<file path="src/rtl/line_access_arbiter.sv">
// line_access_arbiter
//   Arbitrates an instruction read port and a data read/write port onto a
//   single line array with a fixed access latency of LAT cycles (1..7).
//   Each transaction runs IDLE -> ACCESS (LAT cycles) -> DONE (1 cycle).
//   Simultaneous requests alternate by round-robin. After reset the
//   instruction port wins the first tie.
// Ports
//   clk, rst_n           clock, async active-low reset
//   i_req/i_line/i_ack   instruction port: read-only, ack is a 1-cycle pulse
//   d_req/d_we/d_line/d_wdata/d_ack
//                        data port: read or write, ack is a 1-cycle pulse
//   rdata                read data of the last completed read (both ports)
//   arr_en/arr_we/arr_line/arr_wdata/arr_rdata
//                        array side. arr_rdata is sampled in the last ACCESS cycle.
//   busy                 high whenever a transaction is in flight
module line_access_arbiter #(
  parameter int LAT = 2
) (
  input  logic        clk,
  input  logic        rst_n,
  input  logic        i_req,
  input  logic [6:0]  i_line,
  output logic        i_ack,
  input  logic        d_req,
  input  logic        d_we,
  input  logic [6:0]  d_line,
  input  logic [15:0] d_wdata,
  output logic        d_ack,
  output logic [15:0] rdata,
  output logic        arr_en,
  output logic        arr_we,
  output logic [6:0]  arr_line,
  output logic [15:0] arr_wdata,
  input  logic [15:0] arr_rdata,
  output logic        busy
);

  typedef enum logic [1:0] {IDLE, ACCESS, DONE} state_e;

  localparam logic [2:0] LAT_M1 = 3'(LAT - 1);

  state_e      state_q, state_d;
  logic [2:0]  cnt_q, cnt_d;
  logic        last_q, last_d;     // port granted last: 0 = instr, 1 = data
  logic        gnt_q, gnt_d;       // port owning the current transaction
  logic        we_q, we_d;
  logic [6:0]  line_q, line_d;
  logic [15:0] wdata_q, wdata_d;
  logic [15:0] rdata_q, rdata_d;
  logic        i_ack_q, i_ack_d;
  logic        d_ack_q, d_ack_d;
  logic        en_q, en_d;
  logic        arr_we_q, arr_we_d;
  logic        busy_q, busy_d;

  always_comb begin
    state_d = state_q;
    cnt_d   = cnt_q;
    last_d  = last_q;
    gnt_d   = gnt_q;
    we_d    = we_q;
    line_d  = line_q;
    wdata_d = wdata_q;
    rdata_d = rdata_q;
    case (state_q)
      IDLE: begin
        if (i_req || d_req) begin
          // A tie goes to the port that did not win last time.
          gnt_d   = (i_req && d_req) ? ~last_q : d_req;
          last_d  = gnt_d;
          line_d  = gnt_d ? d_line : i_line;
          we_d    = gnt_d & d_we;
          // The instruction port has no write data, so the previous value is kept.
          if (gnt_d) wdata_d = d_wdata;
          cnt_d   = 3'd0;
          state_d = ACCESS;
        end
      end
      ACCESS: begin
        cnt_d = cnt_q + 3'd1;
        if (cnt_q == LAT_M1) begin
          if (!we_q) rdata_d = arr_rdata;
          state_d = DONE;
        end
      end
      DONE:    state_d = IDLE;
      default: state_d = IDLE;
    endcase

    // The outputs are decoded from the next state so they come straight from flops.
    en_d     = (state_d == ACCESS);
    arr_we_d = (state_d == ACCESS) & we_d;
    i_ack_d  = (state_d == DONE) & ~gnt_d;
    d_ack_d  = (state_d == DONE) &  gnt_d;
    busy_d   = (state_d != IDLE);
  end

  always_ff @(posedge clk or negedge rst_n) begin
    if (!rst_n) begin
      state_q  <= IDLE;
      cnt_q    <= 3'd0;
      last_q   <= 1'b1;
      gnt_q    <= 1'b0;
      we_q     <= 1'b0;
      line_q   <= '0;
      wdata_q  <= '0;
      rdata_q  <= '0;
      i_ack_q  <= 1'b0;
      d_ack_q  <= 1'b0;
      en_q     <= 1'b0;
      arr_we_q <= 1'b0;
      busy_q   <= 1'b0;
    end else begin
      state_q  <= state_d;
      cnt_q    <= cnt_d;
      last_q   <= last_d;
      gnt_q    <= gnt_d;
      we_q     <= we_d;
      line_q   <= line_d;
      wdata_q  <= wdata_d;
      rdata_q  <= rdata_d;
      i_ack_q  <= i_ack_d;
      d_ack_q  <= d_ack_d;
      en_q     <= en_d;
      arr_we_q <= arr_we_d;
      busy_q   <= busy_d;
    end
  end

  assign i_ack     = i_ack_q;
  assign d_ack     = d_ack_q;
  assign rdata     = rdata_q;
  assign arr_en    = en_q;
  assign arr_we    = arr_we_q;
  assign arr_line  = line_q;
  assign arr_wdata = wdata_q;
  assign busy      = busy_q;

endmodule

</file>
<file path="config.mk">
export PLATFORM = sky130hd
export DESIGN_NAME = line_access_arbiter
export DESIGN_NICKNAME = d
export VERILOG_FILES = /design/src/rtl/line_access_arbiter.sv
export SDC_FILE = /design/constraint.sdc
export NUM_CORES = 1
export LEC_CHECK = 0
export ABC_AREA = 1
export CAP_MARGIN = 25
export CORE_MARGIN = 3
export CORE_UTILIZATION = 25
export CTS_CLUSTER_SIZE = 14
export DETAILED_ROUTE_END_ITERATION = 10
export MAX_ROUTING_LAYER = met4
export SLEW_MARGIN = 40
export SYNTH_ARGS = -nofsm -noshare
export SYNTH_HDL_FRONTEND = slang
export SYNTH_SLANG_ARGS = --single-unit
</file>
<file path="constraint.sdc">
create_clock -name clk -period 2.8 [get_ports clk]
set_input_delay 0.42 -clock clk [delete_from_list [all_inputs] [get_ports clk]]
set_output_delay 0.42 -clock clk [all_outputs]
set_load 0.02 [all_outputs]
</file>
**Word level (Yosys, flattened, before mapping)**

Index checks and enable logic that the tools add are counted.

- Flip-flop bits (word level): 52
- Logic and storage cells: 46

- Add/sub/neg operators: 1
- Equal/unequal tests: 5
- Multiplexer cells: 11
- Bitwise operators: 7
- Reductions and logical operators: 9

Operator list:

| operator | number |
|---|---|
| 7-bit two-way mux | 1 |
| 3-bit one-hot mux with 2 select lines | 1 |
| 3-bit AND reduction | 2 |
| 1-bit two-way mux | 5 |
| 1-bit AND | 4 |
| 2-bit by 1-bit equality test with 1-bit output (second input constant) | 2 |
| 2-bit two-way mux | 2 |
| 2-bit one-hot mux with 2 select lines | 1 |
| 2-bit AND reduction | 2 |
| 2-bit nonzero test | 2 |
| 3-bit by 1-bit adder with 3-bit output (second input constant) | 1 |
| 3-bit by 1-bit equality test with 1-bit output (second input constant) | 1 |
| 3-bit two-way mux | 1 |
| 1-bit inverter | 3 |
| 2-bit equality test (second input constant) | 1 |
| 2-bit logical NOT | 1 |
| 2-bit != test (second input constant) | 1 |
| 1-bit logical AND | 1 |
| 1-bit logical OR | 1 |

**Logic depth before layout (Yosys ltp)**

Gate-level depths: netlist of the first run.

- Depth in word-level cells: 6
- Gate-level depth with buffers: 8
- Mapped depth without buffers: 7

**Least setup slack after synthesis of the first run**

OpenSTA, ideal clock, no wires.

- Kind: reg2reg
- Start point: reg cnt_q[1]
- End point: reg rdata_q[10], in the netlist rdata[10]
- Data arrival time: 1147 ps
- Required time: 2683 ps
- Setup slack: 1536 ps
- Stages on the path, launching flop included: 9
- Path buffers: 1
- Cells stage by stage: dfrtp_1 -> inv_1 -> ha_1 -> nand2_1 -> nor2_4 -> nand2_4 -> buf_6 -> nand2_1 -> nand2_1

- Longest elaborated chain between the ends: 2

RTL lines:

| item | RTL line | source |
|---|---|---|
| start, declared | 43 | `logic [2:0] cnt_q, cnt_d;` |
| start signal, assigned | 115 | `cnt_q <= cnt_d;` |
| 3-bit by 1-bit equality test with 1-bit output | 81 | `if (cnt_q == LAT_M1) begin` |
| 3-bit AND reduction (no source line) | -- |  |
| end signal, assigned | 121 | `rdata_q <= rdata_d;` |
| end, declared | 49 | `logic [15:0] rdata_q, rdata_d;` |

No other way between the ends.
A chain may end at the register's enable or synchronous reset.

**Worst setup path after layout of the first run**

- Start point: reg wdata_q[4], in the netlist arr_wdata[4]
- End point: out arr_wdata[4]

RTL lines:

| item | RTL line | source |
|---|---|---|
| start, declared | 48 | `logic [15:0] wdata_q, wdata_d;` |
| start signal, assigned | 120 | `wdata_q <= wdata_d;` |
| end, declared | 33 | `output logic [15:0] arr_wdata,` |

No word-level cell between the ends.

==> results, run 1 <==
- Across all setup checks in the final design, the least slack found is 1.10 ns.
- The area inside the core boundary is 8340 um2.
- After clock tree synthesis, the repair step resized 0 gates.
- The count of cells in the finished layout, fillers not included, comes to 450.
- The initial cell density of the core is 26.2%.
- The worst path uses 60.7% of the clock period.
- The slew at the pin with the worst max-slew slack is 0.645 ns.
- The worst flop-to-flop path startpoint is cnt_q[1].
- In this run the cell area of the synthesized design comes to 2190 um2.
- The met1 track utilization from global routing is 15.5%.
- After detailed placement, the design holds a cell count of 442.
- In the final layout, flip-flops and latches occupy 1300 um2.
- The final-report max-slew violation count is 0.
- The final hold violation count is 0.
- In this run the tightest slew margin relative to its limit is 57.0%.
- The highest net fanout along the worst path is 2.
- The post-route clock skew is 0.00595 ns.
- At the worst endpoint, the required time is 2.38 ns.
- Compared with the post-synthesis result, the final layout area differs by 51.2%.
- VDD sags by at most 0.000450 V.
- The total die area is 9910 um2.
- Synthesis produced 249 cells.
- Using the TritonRoute via totals, the vias-per-cell ratio works out to 4.13.
- Cell internal power was estimated by the tool at 2.21 mW.
- STA classifies the critical path startpoint as a register.
- The placement row count is 33.
- The number of storage elements in the synthesis netlist is 52.
- The shortest period the worst path allows is 1.70 ns.
- When the netlist entered floorplanning its net count stood at 302.
- The detail route stage leaves a number of antenna-violating nets equal to 0.
- The met3 capacity usage during global routing is 2.81%.
- The post-placement setup slack is 0.882 ns.
- No sink is reached through more buffers than the 2 on the longest clock path.
- The post-route netlist has 6.09% of its cells at a drive strength greater than 1.
- Counting the buffers created by CTS gives 5.
- The net total in the final layout is 397.
- In this run, flip-flops and latches consume 35.3% of the power.
- The net switching power is 1.56 mW.
- The global routing stage identified its most utilized layer as met2.
- The clock-pin slew on the worst setup and hold paths is 0.09 ns.
- The clock share of power is 13.2%.
- Data on the critical path arrives at its endpoint at 1.28 ns.
- Detailed placement ended at an HPWL of 3.96 mm.
- The number of antenna violations at the first check in global routing is 0.
- The global-route wire length before repair is 8.78 mm.
- In this run the critical register-to-register path is captured at rdata[11].
- The area occupied by multi-input gates is 741 um2.
- The final setup violation count is 0.
- Hold repair after CTS inserted 0 buffers.
- The kind of cell with the highest combined delay along the critical path is buffers and inverters.
- The number of inserted diodes is 0.
- The quantity of I/O buffers inserted on ports is 94.
- The global-route track usage on met2 is 16.7%.
- The wire length after detailed routing is 5.30 mm.
- For flop-to-flop paths, the worst setup slack is 1.24 ns.
- The clock tree root buffer cell is sky130_fd_sc_hd__clkbuf_8.
- Summed over all failing endpoints, the final setup total negative slack is 0 ns.
- Summed over all layers, the global routing overflow is 0.
- The tightest min-delay check is of the in2async type.
- Fill cells in the final layout number 833.
- The worst setup path is captured at an output pin.
- In this run switching power makes up 41.4% of total power.
- The flow ran to the end, and the final reports show no timing, DRC or antenna violations.
- The yosys synthesis warning count is 0.
- The number of vias in the routed layout is 1857.
- The height of the die is 99.6 um.
- The worst setup path startpoint is arr_wdata[4].
- The die span in x is 99.6 um.
- The critical path class is reg2out.
- The number of levels the H-tree was split into is 2.
- The signal on the critical path passes through clkdlybuf4s50_1.
- Static timing analysis puts the maximum clock frequency at 588 MHz.
- The DRC violation count after routing is 0.
- The average routed wire per standard cell is 11.8 um.
- The critical path buffer and inverter count is 1.
- Across all hold checks on the routed design, the worst slack comes to 0.227 ns.
- The synthesized netlist contains 20 unique library cells.
- Entering global routing, the biggest net connects 53 pins.
- The worst register-to-register path has a depth of 7.
- The tool flagged a number of max-cap violations equal to 0.
- For this design the ratio of total power to cell area is 1140 nW/um2.
- The share of power burned in combinational logic is 51.6%.
- The top-level port count is 95.
- Sequential cells were found to cover 59.5% of the synthesized design area.
- The first routing iteration left 74 violations.
- The CTS tree is yes.
- The number of global-route vias before repair is 1826.
- The utilization after layout is 39.7%.
- On the worst path, the slowest cell contributes a delay of 0.61 ns.
- The analysis attributes to cell leakage a power of 1.63 nW.
- The count of buffers added by post-CTS timing repair for setup is 0.
- The TritonCTS sink count is 52.
- In this run the mean area of a mapped cell was 8.79 um2.
- Setup repair after global routing left no endpoint under its margin.
- The total track usage is 11.2%.
- The routability congestion estimate is 0.768.
- The slowest stage of the critical path is the sky130_fd_sc_hd__clkdlybuf4s50_1 cell.
- At the later pin of the worst-skew pair, clock insertion delay measures 0.29 ns.
- The first detailed-routing pass ran for 6 iterations.
-- synth_stat cells --
library cell / number / share of area, %
sky130_fd_sc_hd__a21oi_1: 2 / 0.46
sky130_fd_sc_hd__nand4_1: 3 / 0.86
sky130_fd_sc_hd__ha_1: 2 / 1.1
sky130_fd_sc_hd__inv_4: 2 / 0.57
sky130_fd_sc_hd__nor2_8: 1 / 0.91
sky130_fd_sc_hd__o21ai_1: 3 / 0.69
sky130_fd_sc_hd__nand2_2: 3 / 0.86
sky130_fd_sc_hd__o21ai_0: 6 / 1.4
sky130_fd_sc_hd__nand2_1: 113 / 19
sky130_fd_sc_hd__nand3_1: 17 / 3.9
sky130_fd_sc_hd__buf_2: 1 / 0.23
sky130_fd_sc_hd__dfstp_2: 1 / 1.2
sky130_fd_sc_hd__nand2_4: 1 / 0.51
sky130_fd_sc_hd__nor2_1: 16 / 2.7
sky130_fd_sc_hd__dfrtp_1: 51 / 58
sky130_fd_sc_hd__inv_1: 16 / 2.7
sky130_fd_sc_hd__buf_4: 3 / 1.0
sky130_fd_sc_hd__buf_6: 3 / 1.5
sky130_fd_sc_hd__nor2_4: 2 / 1.0
sky130_fd_sc_hd__inv_2: 3 / 0.51
-- state kept, by name (all words and copies together), names as in the netlist, 2 cells and up --
| register | flops |
|---|---|
| arr_line | 7 |
| cnt_q | 3 |
| arr_wdata | 16 |
| rdata | 16 |
| state_q | 2 |
-- power groups by stage --
stage	clock network, mW	registers (mW)	logic, mW
floorplan	0	1.69	0.783
global placement	0	1.34	1.96
detailed placement	0	1.35	1.98
CTS	0.522	1.34	1.99
global route	0.551	1.38	2.15
finish	0.496	1.33	1.95
-- kinds of logic (layout without fill, tap and decap cells) --
| kind of cell | Yosys count | count (layout) | synth area share (%) |
|---|---|---|---|
| AND/OR/NAND/NOR | 156 | 156 | 30.2 |
| adder cells (fa/ha/maj) | 2 | 2 | 1.14 |
| buffers and inverters | 28 | 124 | 6.63 |
| flip-flops | 52 | 52 | 59.5 |
| AO/OA/AOI/OAI | 11 | 11 | 2.52 |
-- area by class of cell --
type                            instances  area share [%]
Tap cell                              105            3.97
Multi-Input combinational cell        169            22.4
Sequential cell                        52            39.4
Inverter                               21            2.53
Timing Repair Buffer                   95            28.5
Clock inverter                          1           0.908
Clock buffer                            7            2.31
-- metrics by stage --
stage	instance area, um2	total power [mW]
5_1_grt	3310	4.09
4_1_cts	3310	3.85
3_3_place_gp	3200	3.30
3_5_place_dp	3200	3.33
2_1_floorplan	2190	2.47
6_report	3310	3.77
-- routing by layer --
| layer | up-vias | part of all wire (%) |
|---|---|---|
| met5 | - | 0 |
| met1 | 830 | 49 |
| met3 | 0 | 7.7 |
| li1 | 949 | - |
| met2 | 78 | 44 |
| met4 | 0 | 0 |
-- how the worst max path moves through the flow --
stage                     to  slack (ns)  cells past startpoint
2_1_floorplan      rdata[10]        1.54                      8
3_3_place_gp   arr_wdata[10]        0.95                      6
6_report        arr_wdata[4]        1.10                      1
5_1_grt        arr_wdata[15]        1.03                      1
3_5_place_dp   arr_wdata[15]        0.88                      6
4_1_cts        arr_wdata[11]        1.08                      1
-- cell usage in the layout (no fill, tap or decap), types with 2 or more instances in the layout --
| master | instances |
|---|---|
| sky130_fd_sc_hd__nand2_1 | 113 |
| sky130_fd_sc_hd__clkdlybuf4s50_1 | 93 |
| sky130_fd_sc_hd__dfrtp_1 | 51 |
| sky130_fd_sc_hd__nand3_1 | 17 |
| sky130_fd_sc_hd__nor2_1 | 16 |
| sky130_fd_sc_hd__inv_1 | 16 |
| sky130_fd_sc_hd__o21ai_0 | 6 |
| sky130_fd_sc_hd__clkbuf_8 | 5 |
| sky130_fd_sc_hd__inv_2 | 3 |
| sky130_fd_sc_hd__nand2_2 | 3 |
| sky130_fd_sc_hd__nand4_1 | 3 |
| sky130_fd_sc_hd__o21ai_1 | 3 |
| sky130_fd_sc_hd__nor2_4 | 2 |
| sky130_fd_sc_hd__a21oi_1 | 2 |
| sky130_fd_sc_hd__inv_4 | 2 |
| sky130_fd_sc_hd__ha_1 | 2 |
| sky130_fd_sc_hd__clkbuf_1 | 2 |
Power figures use the tool's default switching activity.
==> run 2: changes to the inputs <==
==> constraint.sdc (replaced) <==
create_clock -name clk -period 1.4 [get_ports clk]
set_input_delay 0.21 -clock clk [delete_from_list [all_inputs] [get_ports clk]]
set_output_delay 0.21 -clock clk [all_outputs]
set_load 0.02 [all_outputs]
==> run 2 against run 1 <==
Setup slack worse by 1.0 ns. Total power is 100% higher. Global-route usage is 0.069 points lower. Combinational power is 110% higher. First-iteration DRC count is 36% lower. Critical endpoint is now rdata[7]. Largest cell class unchanged.
==> results, run 2 (synthesized netlist as in run 1, its figures left out) <==
- The height of the die is 99.6 um (unchanged).
- The overall power consumption is 7.57 mW (+100%).
- The highest net fanout along the worst path is 8 (+6).
- The flow ran to the end, and the final reports show no timing, DRC or antenna violations.
- The flop-to-flop setup slack is 0.08 ns (-1.16 ns).
- The relative max-transition margin is 81.3% (+24 points).
- The final-report max-slew violation count came to 0 (unchanged).
- The placement row count is 33 (unchanged).
- Derived from the worst setup path, the maximum achievable clock frequency is 755 MHz.
- The worst setup path is of the reg2reg kind.
- The number of levels the H-tree was split into is 2 (unchanged).
- The average routed wire per standard cell is 12.2 um (+3.6%).
- The number of vias in the routed layout is 1905 (+2.6%).
- The global-route wire length before repair is 8.80 mm (+0.24%).
- The nature of the critical path endpoint is a register.
- The DRC violation count after routing was 0 (unchanged).
- The number of global-route vias before repair is 1911 (+4.7%).
- The detailed placer's ending HPWL was 3.99 mm (+0.68%).
- TritonCTS built the clock tree.
- The number of buffers created by CTS is 5 (unchanged).
- The number of cells on the worst reg-to-reg path is 8 (+1).
- The wire length after detailed routing is 5.60 mm (+5.6%).
- In this run the critical register-to-register path is launched from cnt_q[1].
- The clock-pin slew on the worst setup and hold paths was 0.09 ns (about the same).
- The TritonCTS sink count is 52 (unchanged).
- The initial cell density of the core came to 26.2% (unchanged).
- The worst hold slack came to 0.437 ns (+0.210 ns).
- The number of inserted diodes came to 0 (unchanged).
- The net total in the final layout is 406 (+2.3%).
- Subtracting the final worst setup slack from the clock period gives 1.32 ns.
- The total grt overflow is 0 (unchanged).
- The fill cell instance count of the final layout was 833 (unchanged).
- The worst endpoint data arrival time is 1.56 ns (+0.28 ns).
- The maximum number of pins on one net before global-route repair is 53 (unchanged).
- The final critical path takes up 94.6% of the cycle.
- Setup repair after global routing left no endpoint under its margin.
- Leaving out fill and tap cells, the most frequent cells in the layout are 112 x sky130_fd_sc_hd__nand2_1, 51 x sky130_fd_sc_hd__dfrtp_1, 49 x sky130_fd_sc_hd__clkdlybuf4s50_1.
- The number of nets still failing antenna checks after routing came to 0 (unchanged).
- The violation count after the first detailed-routing iteration is 47 (-36%).
- The deepest clock path buffer count was 2 (unchanged).
- The static leakage power is 1.79 nW (+10%).
- The clock tree root buffer cell is sky130_fd_sc_hd__clkbuf_8.
- The share of post-route cells with drive strength above 1 is 9.32% (+3.2 points).
- The total die area is 9910 um2 (unchanged).
- The slew at the pin with the worst max-slew slack is 0.281 ns (-0.364 ns).
- The total track usage is 11.1% (-0.069 points).
- The final hold violation count is 0 (unchanged).
- The peak supply drop is 0.000763 V (+69%).
- From synthesis to final layout, the design area changed by 56.5%.
- The post-route clock skew came to 0.00477 ns (-0.00118 ns).
- The final setup violation count came to 0 (unchanged).
- The via-per-instance ratio came to 4.15 (+0.57%).
- The top-level port count is 95 (unchanged).
- The quantity of I/O buffers inserted on ports is 94 (unchanged).
- The utilization after layout came to 41.1% (+1.4 points).
- The most frequent standard cell in the layout excluding fill and tap cells is sky130_fd_sc_hd__nand2_1.
- The area inside the core boundary came to 8340 um2 (unchanged).
- The length of the first detailed-routing pass in iterations came to 4 (-2).
- The clock latency on the worst-skew pair is 0.29 ns (about the same).
- STA classifies the critical path startpoint as a register.
- The total power divided by cell area was 2210 nW/um2 (+94%).
- The final total negative setup slack is 0 ns (unchanged).
- The worst endpoint required time came to 1.64 ns (-0.74 ns).
- The worst hold path class is in2async.
- The routability congestion estimate came to 0.805 (+4.8%).
- The number of antenna violations at the first check in global routing is 0 (unchanged).
- The number of max-cap violations is 0 (unchanged).
- The die span in x is 99.6 um (unchanged).
- The worst setup path startpoint is cnt_q[1].
==> run 2: final timing paths <==
path / to
max: rdata[7]
min: rdata[2]
max reg2reg: rdata[7]
min reg2reg: rdata[4]
max in group asynchronous: last_q
min in group clk: arr_wdata[9]
==> run 2: final cells by class <==
type | count | area [um2] | area share [%]
inverter | 21 | 83.8 | 2.45
tap | 105 | 131 | 3.83
multi-input combinational | 170 | 783 | 22.9
sequential | 52 | 1300 | 38.0
clock inverter | 1 | 7.51 | 0.219
clock buffer | 7 | 86.3 | 2.52
timing repair buffer | 103 | 1030 | 30.1
==> run 2: critical path, cell delays in order, from the launching register on <==
cell and delay (ns):
sky130_fd_sc_hd__dfrtp_1 0.41, sky130_fd_sc_hd__inv_1 0.09, sky130_fd_sc_hd__ha_4 0.15, sky130_fd_sc_hd__nand2_4 0.06, sky130_fd_sc_hd__nor2_4 0.12, sky130_fd_sc_hd__buf_12 0.14
sky130_fd_sc_hd__clkbuf_16 0.15, sky130_fd_sc_hd__nand3_1 0.07, sky130_fd_sc_hd__nand2_1 0.08
==> run 2: repair_timing <==
action / in CTS / in global routing
cloned: 0 / 2
resized for setup: 44 / 6
pin swaps: 0 / 3
buffers inserted: 0 / 1
hold buffers: 1 / 0
endpoints found under the hold margin: 51 / 0
setup endpoints to repair: 44 / 12
==> run 2: power by group <==
part	switching [mW]	internal (mW)
registers	0.408	2.24
logic	2.44	1.60
clock network	0.484	0.403
total	3.33	4.25
==> run 2: metal layers <==
metal | vias to the layer above | routed length [um] | global-route usage, %
li1 | 971 | - | -
met2 | 75 | 2490 | 16.7
met4 | 0 | 4 | 1.89
met5 | - | 0 | -
met3 | 2 | 355 | 2.88
met1 | 857 | 2750 | 15.3
==> run 2: metrics by stage <==
step | instance area (um2) | setup slack, ns | cells
2_1_floorplan | 2190 | 0.136 | 249
3_3_place_gp | 3290 | 0.00869 | 447
3_5_place_dp | 3290 | -0.0145 | 447
4_1_cts | 3340 | 0.0846 | 456
5_1_grt | 3430 | 0.0124 | 459
6_report | 3430 | 0.0761 | 459
